<file path="src/rtl/maze_wall_store.sv">
// maze_wall_store: 4-bit-per-cell maze wall memory ({R,B,L,T}) with a
// self-clearing initialiser, a 1-cycle wall pixel renderer for the colour mux
// and N_QUERY round-robin lookup channels for collision logic.
// Optional feature macro: MAZE_BORDER_EN forces the outer border walls solid.
module maze_wall_store #(
    parameter int COLS      = 5,
    parameter int ROWS      = 7,
    parameter int CELL_LOG2 = 6,
    parameter int WALL_PX   = 2,
    parameter int N_QUERY   = 8,
    parameter int AW        = (COLS * ROWS > 1) ? $clog2(COLS * ROWS) : 1
) (
    input  logic                  Clk,
    input  logic                  Reset,
    input  logic                  clear_start,
    output logic                  busy,
    input  logic                  wr_valid,
    output logic                  wr_ready,
    input  logic [AW-1:0]         wr_addr,
    input  logic [3:0]            wr_data,
    input  logic [9:0]            DrawX,
    input  logic [9:0]            DrawY,
    output logic                  wall_pix,
    input  logic [N_QUERY-1:0]    q_req,
    input  logic [N_QUERY*10-1:0] q_x,
    input  logic [N_QUERY*10-1:0] q_y,
    output logic [N_QUERY-1:0]    q_ack,
    output logic [N_QUERY*4-1:0]  q_walls
);
    localparam int CELLS = COLS * ROWS;
    localparam int EDGE  = 1 << CELL_LOG2;
    localparam int PW    = (N_QUERY > 1) ? $clog2(N_QUERY) : 1;

    typedef enum logic {RESET_CLR, READY} state_t;

    state_t                     state, state_nxt;
    logic [AW-1:0]              clr_addr, clr_addr_nxt;
    logic [PW-1:0]              ptr;
    logic [3:0]                 mem [CELLS];

    logic [N_QUERY-1:0][9:0]    qx_v, qy_v;
    logic [N_QUERY-1:0][3:0]    walls_r;
    logic                       gnt_valid;
    logic [PW-1:0]              gnt_idx;
    logic [3:0]                 gnt_walls;
    logic [3:0]                 pix_walls;
    logic                       pix_hit;

    assign qx_v    = q_x;
    assign qy_v    = q_y;
    assign q_walls = walls_r;

    // Wall bits of the cell containing pixel (x,y); oob is returned off-grid.
    function automatic logic [3:0] read_cell(input logic [9:0] x, input logic [9:0] y,
                                             input logic [3:0] oob);
        int         col, row;
        logic [3:0] w;
        col = int'(x >> CELL_LOG2);
        row = int'(y >> CELL_LOG2);
        if (col >= COLS || row >= ROWS) return oob;
        w = mem[AW'(row * COLS + col)];
`ifdef MAZE_BORDER_EN
        if (row == 0)        w[0] = 1'b1;
        if (row == ROWS - 1) w[2] = 1'b1;
        if (col == 0)        w[1] = 1'b1;
        if (col == COLS - 1) w[3] = 1'b1;
`endif
        return w;
    endfunction

    // Clear FSM register; Reset always restarts the clear sweep from cell 0.
    always_ff @(posedge Clk) begin
        if (Reset) begin
            state    <= RESET_CLR;
            clr_addr <= '0;
        end else begin
            state    <= state_nxt;
            clr_addr <= clr_addr_nxt;
        end
    end

    // Clear FSM next state: one cell zeroed per cycle, clear_start restarts.
    always_comb begin
        state_nxt    = state;
        clr_addr_nxt = clr_addr;
        busy         = 1'b0;
        wr_ready     = 1'b0;
        case (state)
            RESET_CLR: begin
                busy = 1'b1;
                if (clear_start) begin
                    clr_addr_nxt = '0;
                end else if (clr_addr == AW'(CELLS - 1)) begin
                    state_nxt    = READY;
                    clr_addr_nxt = '0;
                end else begin
                    clr_addr_nxt = clr_addr + 1'b1;
                end
            end
            READY: begin
                wr_ready = 1'b1;
                if (clear_start) begin
                    state_nxt    = RESET_CLR;
                    clr_addr_nxt = '0;
                end
            end
            default: state_nxt = RESET_CLR;
        endcase
    end

    // Single write port: clearing owns it while busy; off-grid writes vanish.
    always_ff @(posedge Clk) begin
        if (state == RESET_CLR) begin
            mem[clr_addr] <= 4'h0;
        end else if (wr_valid && int'(wr_addr) < CELLS) begin
            mem[wr_addr] <= wr_data;
        end
    end

    // Wall stripe test for the current pixel; off-grid cells read as empty.
    always_comb begin
        int ox, oy;
        pix_walls = read_cell(DrawX, DrawY, 4'h0);
        ox        = int'(DrawX[CELL_LOG2-1:0]);
        oy        = int'(DrawY[CELL_LOG2-1:0]);
        pix_hit   = (pix_walls[3] && ox >= EDGE - WALL_PX) ||
                    (pix_walls[1] && ox <  WALL_PX)        ||
                    (pix_walls[2] && oy >= EDGE - WALL_PX) ||
                    (pix_walls[0] && oy <  WALL_PX);
    end

    // Registered pixel output, blanked while the memory is being cleared.
    always_ff @(posedge Clk) begin
        if (Reset) wall_pix <= 1'b0;
        else       wall_pix <= pix_hit && !busy;
    end

    // Round-robin pick: scan from ptr downward-overwrite so the first hit wins.
    always_comb begin
        logic [PW-1:0] scan;
        gnt_valid = 1'b0;
        gnt_idx   = '0;
        scan      = '0;
        for (int k = N_QUERY - 1; k >= 0; k--) begin
            scan = PW'((int'(ptr) + k) % N_QUERY);
            if (q_req[scan] && state == READY) begin
                gnt_valid = 1'b1;
                gnt_idx   = scan;
            end
        end
        gnt_walls = read_cell(qx_v[gnt_idx], qy_v[gnt_idx], 4'hF);
    end

    // Lookup response: one-cycle ack, result held until that channel's next ack.
    always_ff @(posedge Clk) begin
        if (Reset) begin
            ptr     <= '0;
            q_ack   <= '0;
            walls_r <= '0;
        end else begin
            q_ack <= '0;
            if (gnt_valid) begin
                q_ack[gnt_idx]   <= 1'b1;
                walls_r[gnt_idx] <= gnt_walls;
                ptr              <= PW'((int'(gnt_idx) + 1) % N_QUERY);
            end
        end
    end
endmodule

</file>
<file path="config.mk">
export PLATFORM = sky130hd
export DESIGN_NAME = maze_wall_store
export DESIGN_NICKNAME = d
export VERILOG_FILES = /design/src/rtl/maze_wall_store.sv
export SDC_FILE = /design/constraint.sdc
export NUM_CORES = 1
export LEC_CHECK = 0
export BUFFER_PORTS_ARGS = -buffer_cell sky130_fd_sc_hd__buf_4
export CORE_AREA = 2 2 173 158
export DETAILED_ROUTE_END_ITERATION = 8
export DIE_AREA = 0 0 175 160
export PLACE_DENSITY = 0.68
export SLEW_MARGIN = 20
export SYNTH_ARGS = -nofsm -noshare
export SYNTH_HDL_FRONTEND = slang
export SYNTH_SLANG_ARGS = --single-unit
</file>
<file path="constraint.sdc">
create_clock -name Clk -period 8.5 [get_ports Clk]
set_clock_uncertainty 0.2 [all_clocks]
set_input_delay 1.275 -clock Clk [delete_from_list [all_inputs] [get_ports Clk]]
set_output_delay 1.275 -clock Clk [all_outputs]
set_load 0.05 [all_outputs]
</file>
==> results.md, run 1 <==
* Critical Path RT at 8630 ps
* Post-Layout Cell Count at 1,390
* Inserted Diodes at 0
* # IOs at 245
* Final Wtd Congestion at ~0.85
* TritonCTS buffer count at 17
* Synth area leader: edfxtp_1
* Main synth FF type: edfxtp_1
* Post-Syn Area at around 12,000 sq um
* Hold-fix buffers, CTS at 0
* Root Driver: clkbuf_16
* Pre-Repair DR Iteration Count at 7
* Share of cells above drive strength 1 at 33.9%
* Core Area at approximately 26,000 sq um
* RSZ-0062 raised after global routing: no
* Min-Delay Path Class: register to register
* Simple-Gate Fraction of Synth Area at around an eighth
* Yosys top cell area share at around 36%
* Synth warn at 0
* Fin crit period at between 7000 and 8000 ps
* Std cell rows at 57
* Critical-path top delay cell: xnor2_1
* Crit path DAT at 7560 ps
* Synthesized Nets at roughly 1,100
* Gr usage total at between 20% and 30%
* Horiz. Die Dim at 175 um
* Maximum vdd ir drop at 0.000176 V
* Clk sinks at between 150 and 200
* Crit Path Max Fanout at 12
* First-pass GRT wire length at between 40 and 50 mm
* Synth Instances at 890
* Initial core utilization at 43.9%
* DR DRC count at 0
* CTS tree: built
* Synthesized-area fraction occupied by adder cells at between 3 and 4%
* Number of library cell types mapped by synthesis at about 80
* DR WL/cell at 21.4 um
* Max-slew violation count at 0
* FMAX at between 100 and 150 MHz
* CP peak stage delay at 580 ps
* Drt total wl at roughly 30 mm
* Initial antenna violation count at 0
* #FFs+latches synth at roughly 190
* H-tree depth at 4
* Share of synthesized registers carrying an async set or reset at 0%
* Maximum root-to-sink buffer count at 2
* DR iter-0 viols at approximately 700
* Max-Cap Viols at 0
* Crit path launch type: register
* Worst path most repeated cell: a21oi_1
* Critical path class: register to register
* Pwr/cell area at between 150 and 200 nW/um^2
* Final Cycle Share at between 80 and 90%
* Register area share after synthesis at between 40% and 50%
* Slew headroom at a little over a third
* Vias in the first global route at between 8,000 and 9,000
* Die Area at ~28,000 sq um
* Post-route ant nets at 0
* I/O Buffers at approximately 150
* Leakage at about 4.8 nW
* Routed via count at ~8,400
* Complex-gate fraction of the synthesized area at between 10 and 15%
* EDFF count, synth at 140
* DP HPWL at approximately 21 mm
* Post_cts resized at 0
* Synth top area cells: edfxtp_1 (36%), mux4_2 (18%), dfxtp_1 (8.8%), mux2i_1 (4.4%), nor2_1 (2.7%)
* Postcts setup bufs at 0
* Final Hold Vio Count at 0
* Worst-Margin Slew at roughly 960 ps
* CTS clk-pin slew, worst paths at 80 ps
* Mux share of post-synthesis cell area at roughly a quarter
* Setup TNS at 0 ps
* Xor/xnor share of the synthesized area at 1.06%
* Vias per inst at between 6 and 7
* Total gr overflow at 0
* Die Span Y at 160 um
* Area Growth Syn to Fin at 18.0%
* Syn_area_per_cell at 13.0 sq um
* Final setup violation count at 0
* Crit path cell chain: inv_2 > ha_1 > buf_4 > mux2_2 > mux4_2 > a21oi_1 > a21oi_1 > o21ai_2 > and2_1 > nor3_1 > a221oi_2 > fa_1 > ha_1 > a21oi_1 > xnor2_1 > mux2i_1 > and2_1 > and4_1 > a2111oi_2 > nand3_1 > a311oi_1
* Worst skew pair latency at 440 ps
* Cell Count Post-Placement at roughly 1,400
* Largest net degree at the start of global routing at between 40 and 50
* Critical Path Sink Type: register
* Layout Nets at between 1,000 and 1,500
* Status: finished clean
* Largest family of logic cells by synthesized area: multiplexers
==> layer usage <==
metal	track usage (%)	share of wire, %
met1	29.2	42
met2	36.4	50
met3	3.62	7.4
met4	3.79	0.82
met5	0	0
==> critical path, delay by kind of cell (launching register included) <==
kind / cells / cell delay, ps
buf+inv: 2 / 370
compound gates: 7 / 1800
xor+xnor: 1 / 580
fa+ha+maj: 3 / 1350
mux: 3 / 1110
simple gates: 5 / 1590
flops: 1 / 350
==> per-stage QoR <==
stage               hold WS, ps  power [mW]  util [%]  cell area [sq um]  worst slack [ps]
finish                      302        2.32      51.8              13700              1070
global route                332        2.40      51.8              13700               578
CTS                         307        2.33      51.8              13700              1020
detailed placement          296        1.48      49.3              13000               773
global placement            287        1.48      49.3              13000               823
floorplan                   283        1.33         -              11600              1490
==> cell families after synthesis <==
group	count (synthesis)
AOI/OAI and AO/OA	151
xor gates and xnor gates	14
DFF	191
and+or+nand+nor	260
buffers and inverters	81
muxes	164
adders and majority gates	29
==> area by class of cell <==
class / instances / area (sq um)
Clock buffer: 17 / 425
Inverter: 25 / 96.3
Tap cell: 354 / 443
Fill cell: 2198 / 12800
Timing Repair Buffer: 170 / 1310
Sequential cell: 191 / 5230
Clock inverter: 15 / 228
Multi-Input combinational cell: 618 / 5970
==> final timing paths <==
kind | slack [ps] | to | startpoint | cells past startpoint
setup reg to reg | 1070 | q_walls[16] | ptr[0] | 21
setup / recovery | 1070 | q_walls[16] | ptr[0] | 21
hold / removal | 300 | q_walls[20] | q_walls[20] | 2
hold reg to reg | 300 | q_walls[20] | q_walls[20] | 2
==> registers in the layout, indices dropped and copies added (netlist names) <==
| name | cells |
|---|---|
| q_walls | 32 |
| state | 1 |
| q_ack | 8 |
| ptr | 3 |
| mem | 140 |
| wall_pix | 1 |
| clr_addr | 6 |
==> cells in the final DEF, fill, tap and decap left out, types with 7 or more instances in the layout <==
cell and instances:
o21ai_0 21, mux2i_1 51, mux2_2 16, nand3_1 22, nor4_1 7, nor3_1 10, xor2_1 7, edfxtp_1 140
ha_1 22, xnor2_1 7, a22oi_1 9, clkbuf_16 17, mux4_2 95, buf_4 167, a21o_1 8, and2_1 14
inv_1 21, nand2b_1 10, dfxtp_1 51, nor2b_1 8, nand2_1 54, nor2_1 85, o21bai_1 8, a311oi_1 26
a21oi_1 18, a31oi_1 17, nand4_1 16
==> cell usage after synthesis (4+ instances only) <==
cell / instances
mux2_2: 16
dfxtp_1: 51
ha_1: 25
nand2_1: 54
a22oi_1: 9
edfxtp_1: 140
a21o_1: 8
nand4_1: 16
o21ai_1: 4
mux4_2: 95
nand2b_1: 10
o21ai_0: 21
clkbuf_1: 15
inv_1: 21
nand3b_1: 5
nor4_1: 7
buf_2: 20
buf_6: 9
o2111a_1: 4
a2111oi_0: 4
nor4_4: 6
a311oi_1: 26
and2_1: 15
a31oi_1: 17
o21bai_1: 8
xor2_1: 7
nor2b_1: 8
buf_4: 4
xnor2_1: 7
buf_1: 6
nor3_1: 10
nand3_1: 22
nor2_1: 85
mux2i_1: 51
fa_1: 4
a21oi_1: 18
==> power breakdown <==
group          switching (mW)  internal [mW]
logic                   0.241          0.229
clock network           0.421          0.439
registers             0.00206          0.989
Power figures use the tool's default switching activity.
==> inputs of run 2 (changes only) <==
- RECOVER_POWER: default -> 50
==> run 2 against run 1 <==
Compared with the run above:
- the run now ends with capacitance limit, slew limit left
- clock-buffer cell count did not move
- sequential power barely moved
- critical path depth unchanged
- fmax down 0.72%
- worst hold slack got worse by 0.58 ps
- wire length is 0.42% higher
- final area fell by 1.3%
- worst setup slack lost 54 ps
- sequential share of layout area grew 0.50 points
==> results.md, run 2 (synthesis results as in run 1) <==
* Crit path cell chain: inv_2 > ha_1 > buf_4 > mux2_2 > mux4_2 > a21oi_1 > a21oi_1 > o21ai_2 > and2_1 > nor3_1 > a221oi_2 > fa_1 > ha_1 > a21oi_1 > xnor2_1 > mux2i_1 > and2_1 > and4_1 > a2111oi_2 > nand3_1 > a311oi_1 (unchanged)
* Max-Cap Viols at 5 (was 0)
* Comb power frac at 20.3% (about the same)
* DR iter-0 viols at 703 (was 704)
* Area Growth Syn to Fin at 16.5% (was 18.0%)
* Power share of the sequential group at 42.7% (about the same)
* GR Layer Usage met2 at 36.4% (unchanged)
* Worst path most repeated cell: a21oi_1 (unchanged)
* Layout Nets at 1,254 (unchanged)
* Register area at 5230 sq um (unchanged)
* Largest net degree at the start of global routing at 46 (unchanged)
* Gr usage total at 21.4% (unchanged)
* Postcts setup bufs at 0 (unchanged)
* FMAX at 134 MHz (was 135 MHz)
* Place WS at 773 ps (unchanged)
* RSZ-0062 raised after global routing: no (unchanged)
* Met3 Resource Use GR at 3.62% (unchanged)
* Die Span Y at 160 um (unchanged)
* First-pass GRT wire length at 46.5 mm (unchanged)
* Commonest non-fill, non-tap cell in the layout: edfxtp_1 (was buf_4)
* Root Driver: clkbuf_16 (unchanged)
* Fin area at 13,500 sq um (was 13,700 sq um)
* # IOs at 245 (unchanged)
* Pwr/cell area at 172 nW/um^2 (was 169 nW/um^2)
* Clk pwr share at 37.1% (was 37.0%)
* Max-slew violation count at 190 (was 0)
* Crit path buffers/inverters at 2 (unchanged)
* Number of fill cells in the layout at 2,245 (was 2,198)
* Final Wtd Congestion at 0.845 (unchanged)
* DP HPWL at 21.1 mm (unchanged)
* Slew headroom at -40.7% (was 36.0%)
* Core Area at 26,500 sq um (unchanged)
* Maximum root-to-sink buffer count at 2 (unchanged)
* Min-Delay Path Class: register to register (unchanged)
* Worst-Margin Slew at 2110 ps (was 960 ps)
* Initial core utilization at 43.9% (unchanged)
* Crit path launch type: register (unchanged)
* Critical Path RT at 8600 ps (was 8630 ps)
* Initial antenna violation count at 0 (unchanged)
* Commonest non-fill, non-tap cells in the layout: edfxtp_1 (140), buf_4 (120), mux4_2 (95) (was buf_4 (167), edfxtp_1 (140), mux4_2 (95))
* Maximum vdd ir drop at 0.000176 V (about the same)
* Worst hold path depth at 2 (unchanged)
* Std cell rows at 57 (unchanged)
* WP depth at 21 (unchanged)
* DR DRC count at 0 (unchanged)
* Inserted Diodes at 0 (unchanged)
* Failing checks: capacitance limit, slew limit
* Critical-path top delay cell: xnor2_1 (unchanged)
* CP peak stage delay at 590 ps (was 580 ps)
* Share of cells above drive strength 1 at 29.2% (was 33.9%)
* Critical path's top delay family: compound AO/OA/AOI/OAI gates (unchanged)
* Hold-fix buffers, CTS at 0 (unchanged)
* Routed via count at 8,348 (was 8,360)
* Critical Path Sink Type: register (unchanged)
* Sw Pwr at 0.665 mW (was 0.664 mW)
* I/O Buffers at 146 (unchanged)
* Drt total wl at 29.9 mm (was 29.8 mm)
* Final setup violation count at 0 (unchanged)
* Crit Path Max Fanout at 12 (unchanged)
* CTS clk-pin slew, worst paths at 80 ps (about the same)
* Die Area at 28,000 sq um (unchanged)
* Internal power at 1.66 mW (about the same)
* Worst skew pair latency at 430 ps (was 440 ps)
* Post_cts resized at 0 (unchanged)
* Vias in the first global route at 8,116 (unchanged)
* Critical path class: register to register (unchanged)
* TritonCTS buffer count at 17 (unchanged)
* Placed Area at 13,000 sq um (unchanged)
* Vias per inst at 6.01 (about the same)
* Max reg flops at 140 (unchanged)
* Crit path DAT at 7590 ps (was 7560 ps)
* Status: finished, violations left (was finished clean)
* Fin crit period at 7480 ps (was 7430 ps)
* Leakage at 4.62 nW (was 4.82 nW)
* Total gr overflow at 0 (unchanged)
* H-tree depth at 4 (unchanged)
* Horiz. Die Dim at 175 um (unchanged)
* CTS tree: built (unchanged)
* Setup TNS at 0 ps (unchanged)
* Met1 usage at 29.2% (unchanged)
* Final Hold Vio Count at 0 (unchanged)
* Final Cycle Share at 88.0% (was 87.4%)
* Pre-Repair DR Iteration Count at 7 (unchanged)
* Path depth of the worst reg2reg path at 21 (unchanged)
* Net Sw Frac at 28.6% (about the same)
* DR WL/cell at 21.5 um (was 21.4 um)
* Most used routing layer: met2 (unchanged)
* Biggest register: mem (unchanged)
* Post-route ant nets at 0 (unchanged)
* Area of the multi-input gates at 5970 sq um (about the same)
* Clk sinks at 191 (unchanged)
* Post-route setup slack at 1020 ps (was 1070 ps)
-- run 2: worst paths after layout --
kind	startpoint	to	slack, ps
hold reg to reg	q_walls[20]	q_walls[20]	300
setup / recovery	ptr[0]	q_walls[16]	1020
setup reg to reg	ptr[0]	q_walls[16]	1020
hold / removal	q_walls[20]	q_walls[20]	300
-- run 2: power groups by stage --
stage | clock network (mW) | registers, mW | logic [mW]
floorplan | 0 | 1.01 | 0.321
detailed placement | 0 | 1.01 | 0.470
CTS | 0.869 | 0.991 | 0.473
global route | 0.908 | 0.992 | 0.505
finish | 0.860 | 0.991 | 0.470
global placement | 0 | 1.01 | 0.466
-- run 2: metrics by stage --
| step | util [%] | instances | hold slack [ps] | power [mW] |
|---|---|---|---|---|
| 2_1_floorplan | - | 890 | 283 | 1.33 |
| 3_3_place_gp | 49.3 | 1358 | 287 | 1.48 |
| 3_5_place_dp | 49.3 | 1358 | 296 | 1.48 |
| 4_1_cts | 51.8 | 1390 | 307 | 2.33 |
| 5_1_grt | 51.1 | 1390 | 335 | 2.40 |
| 6_report | 51.1 | 1390 | 302 | 2.32 |
-- run 2: final cells by class --
class | instances | share of cell area, %
sequential | 191 | 38.6
multi-input combinational | 618 | 44.1
timing repair buffer | 170 | 8.41
clock inverter | 15 | 1.68
tap | 354 | 3.28
inverter | 25 | 0.712
clock buffer | 17 | 3.15
-- run 2: tightest hold or removal path: cells and delay by family, from the launching register on --
kind             cells  cell delay (ps)
flip-flops           1              320
AO/OA/AOI/OAI        1               50
AND/OR/NAND/NOR      1               90
-- run 2: routing by layer --
layer,vias to the layer above,part of all wire (%)
met1,4189,43
met2,328,50
met3,11,7.0
met5,-,0
met4,0,0.71
li1,3820,-
==> inputs of run 3 (changes only) <==
--- a/config.mk
+++ b/config.mk
@@ -7,5 +7,7 @@
 export LEC_CHECK = 0
 export BUFFER_PORTS_ARGS = -buffer_cell sky130_fd_sc_hd__buf_4
+export CAP_MARGIN = 5
 export CORE_AREA = 2 2 173 158
+export CTS_CLUSTER_SIZE = 24
 export DETAILED_ROUTE_END_ITERATION = 8
 export DIE_AREA = 0 0 175 160
==> constraint.sdc (replaced) <==
create_clock -name Clk -period 8.5 [get_ports Clk]
set_clock_uncertainty 0.2 [all_clocks]
set_input_delay 0.425 -clock Clk [delete_from_list [all_inputs] [get_ports Clk]]
set_output_delay 0.425 -clock Clk [all_outputs]
set_load 0.05 [all_outputs]
==> run 3 against run 2 <==
Compared with the run above:
- the run still ends with capacitance limit, slew limit left
- first-iteration DRC count grew 2.6%
- global-route usage fell by 0.16 points
- highest routed layer unchanged
- largest power group unchanged
- final area is 0.24% lower
- fmax grew 0.18%
- critical path type unchanged
- critical path depth stayed put
- register-to-register slack hardly changed
==> results.md, run 3 (synthesis results as in run 1) <==
* Setup TNS at 0 ps (unchanged)
* Hold-fix buffers, CTS at 0 (unchanged)
* Total gr overflow at 0 (unchanged)
* RSZ-0062 raised after global routing: no (unchanged)
* Worst skew pair latency at 430 ps (about the same)
* Final setup violation count at 0 (unchanged)
* Biggest register: mem (unchanged)
* Max-Cap Viols at 4 (was 5)
* Crit Path Max Fanout at 13 (was 12)
* Crit path buffers/inverters at 2 (unchanged)
* Area Growth Syn to Fin at 16.2% (was 16.5%)
* Post_cts resized at 0 (unchanged)
* H-tree depth at 4 (unchanged)
* Min-Delay Path Class: primary input to register (was register to register)
* Max reg flops at 140 (unchanged)
* Gr usage total at 21.2% (was 21.4%)
* Setup crit start: ptr[0] (unchanged)
* Final Cycle Share at 87.9% (was 88.0%)
* TritonCTS buffer count at 17 (unchanged)
* Area of the multi-input gates at 5970 sq um (unchanged)
* Std cell rows at 57 (unchanged)
* CP peak stage delay at 660 ps (was 590 ps)
* Die Span Y at 160 um (unchanged)
* Pwr/cell area at 170 nW/um^2 (was 172 nW/um^2)
* Commonest non-fill, non-tap cell in the layout: edfxtp_1 (unchanged)
* Commonest non-fill, non-tap cells in the layout: edfxtp_1 (140), buf_4 (120), mux4_2 (95) (unchanged)
* Share of cells above drive strength 1 at 29.3% (was 29.2%)
* Core Area at 26,500 sq um (unchanged)
* Routed via count at 8,321 (was 8,348)
* Crit path launch type: register (unchanged)
* First-pass GRT wire length at 45.9 mm (was 46.5 mm)
* Final Hold Vio Count at 0 (unchanged)
* Pre-Repair DR Iteration Count at 5 (was 7)
* Hold_sp: DrawY[8] (was q_walls[20])
* Root Driver: clkbuf_16 (unchanged)
* Postcts setup bufs at 0 (unchanged)
* # IOs at 245 (unchanged)
* Worst-Margin Slew at 1790 ps (was 2110 ps)
* Vias per inst at 5.99 (was 6.01)
* DR DRC count at 0 (unchanged)
* DP HPWL at 21.1 mm (about the same)
* Clk sinks at 191 (unchanged)
* Failing checks: capacitance limit, slew limit (unchanged)
* Slew headroom at -19.1% (was -40.7%)
* Critical Path Sink Type: register (unchanged)
* Worst path most repeated cell: a21oi_1 (unchanged)
* DR iter-0 viols at 721 (was 703)
* Drt total wl at 29.7 mm (was 29.9 mm)
* Layout Nets at 1,253 (was 1,254)
* Horiz. Die Dim at 175 um (unchanged)
* Number of fill cells in the layout at 2,275 (was 2,245)
* Critical Path RT at 8630 ps (was 8600 ps)
* Critical path's top delay family: compound AO/OA/AOI/OAI gates (unchanged)
* Leakage at 4.60 nW (was 4.62 nW)
* Crit path DAT at 7600 ps (was 7590 ps)
* Largest net degree at the start of global routing at 46 (unchanged)
* DR WL/cell at 21.4 um (was 21.5 um)
* Critical-path top delay cell: ha_1 (was xnor2_1)
* Util after Layout at 51.0% (was 51.1%)
* Maximum root-to-sink buffer count at 2 (unchanged)
* Crit path cell chain: inv_2 > ha_1 > buf_4 > mux2_2 > mux4_2 > a21oi_1 > a21oi_1 > o21ai_2 > and2_1 > nor3_1 > a221oi_2 > fa_1 > ha_1 > a21oi_1 > xnor2_1 > mux2i_1 > and2_1 > and4_1 > a2111oi_2 > nand3_1 > a311oi_1 (unchanged)
* Maximum vdd ir drop at 0.000148 V (was 0.000176 V)
* FF-to-FF Start: ptr[0] (unchanged)
* Vias in the first global route at 8,203 (was 8,116)
* Die Area at 28,000 sq um (unchanged)
* Final Wtd Congestion at 0.854 (was 0.845)
* CTS tree: built (unchanged)
* FMAX at 134 MHz (about the same)
* Placed Area at 13,000 sq um (about the same)
* Post-Layout Cell Count at 1,389 (was 1,390)
* Max-slew violation count at 144 (was 190)
* Register area at 5230 sq um (unchanged)
* Status: finished, violations left (unchanged)
* Post-route ant nets at 0 (unchanged)
* Initial core utilization at 43.9% (unchanged)
* Inserted Diodes at 0 (unchanged)
* CTS clk-pin slew, worst paths at 70 ps (was 80 ps)
* Cell Count Post-Placement at 1,357 (was 1,358)
* Fin area at 13,500 sq um (about the same)
* Initial antenna violation count at 0 (unchanged)
* I/O Buffers at 146 (unchanged)
* Critical path class: register to register (unchanged)
* Fin crit period at 7470 ps (was 7480 ps)
==> run 3: area by class of cell <==
cell class / count / area share, %
flip-flops and latches: 191 / 38.7
multi-input cells: 618 / 44.2
well taps: 354 / 3.28
inverters: 25 / 0.714
clock inverters: 15 / 1.47
clock buffers: 17 / 3.15
repair buffers: 169 / 8.40
==> run 3: worst paths after layout <==
path / slack, ps / end / cells past startpoint
min: 30 / wall_pix / 2
max reg2reg: 1030 / q_walls[28] / 21
min reg2reg: 300 / q_walls[24] / 2
max: 1030 / q_walls[28] / 21
==> run 3: per-layer routing <==
metal	vias to the layer above	global-route usage, %	wire length (um)
met5	-	0	0
met4	0	6.78	650
met3	42	4.67	2250
met2	354	34.9	14500
met1	4102	28.0	12300
li1	3823	-	-
==> run 3: worst register-to-register path: stages, from the launching register on <==
cell	delay, ps
dfxtp_1	350
inv_2	130
ha_1	660
buf_4	220
mux2_2	320
mux4_2	470
a21oi_1	160
a21oi_1	90
o21ai_2	260
and2_1	510
nor3_1	280
a221oi_2	500
fa_1	490
ha_1	340
a21oi_1	90
xnor2_1	560
mux2i_1	270
and2_1	230
and4_1	210
a2111oi_2	270
nand3_1	370
a311oi_1	370
==> run 3: power by group <==
group | switching, mW | internal [mW]
registers | 0.00199 | 0.989
logic | 0.241 | 0.229
clock network | 0.379 | 0.450
==> run 3: metrics by stage <==
stage / hold WS, ps / power, mW / worst slack [ps]
final: 28.6 / 2.29 / 1030
after global routing: 31.8 / 2.38 / 498
after CTS: 13.4 / 2.30 / 972
after detailed placement: 291 / 1.48 / 1050
after global placement: 288 / 1.48 / 1150
after floorplan: 283 / 1.33 / 1530
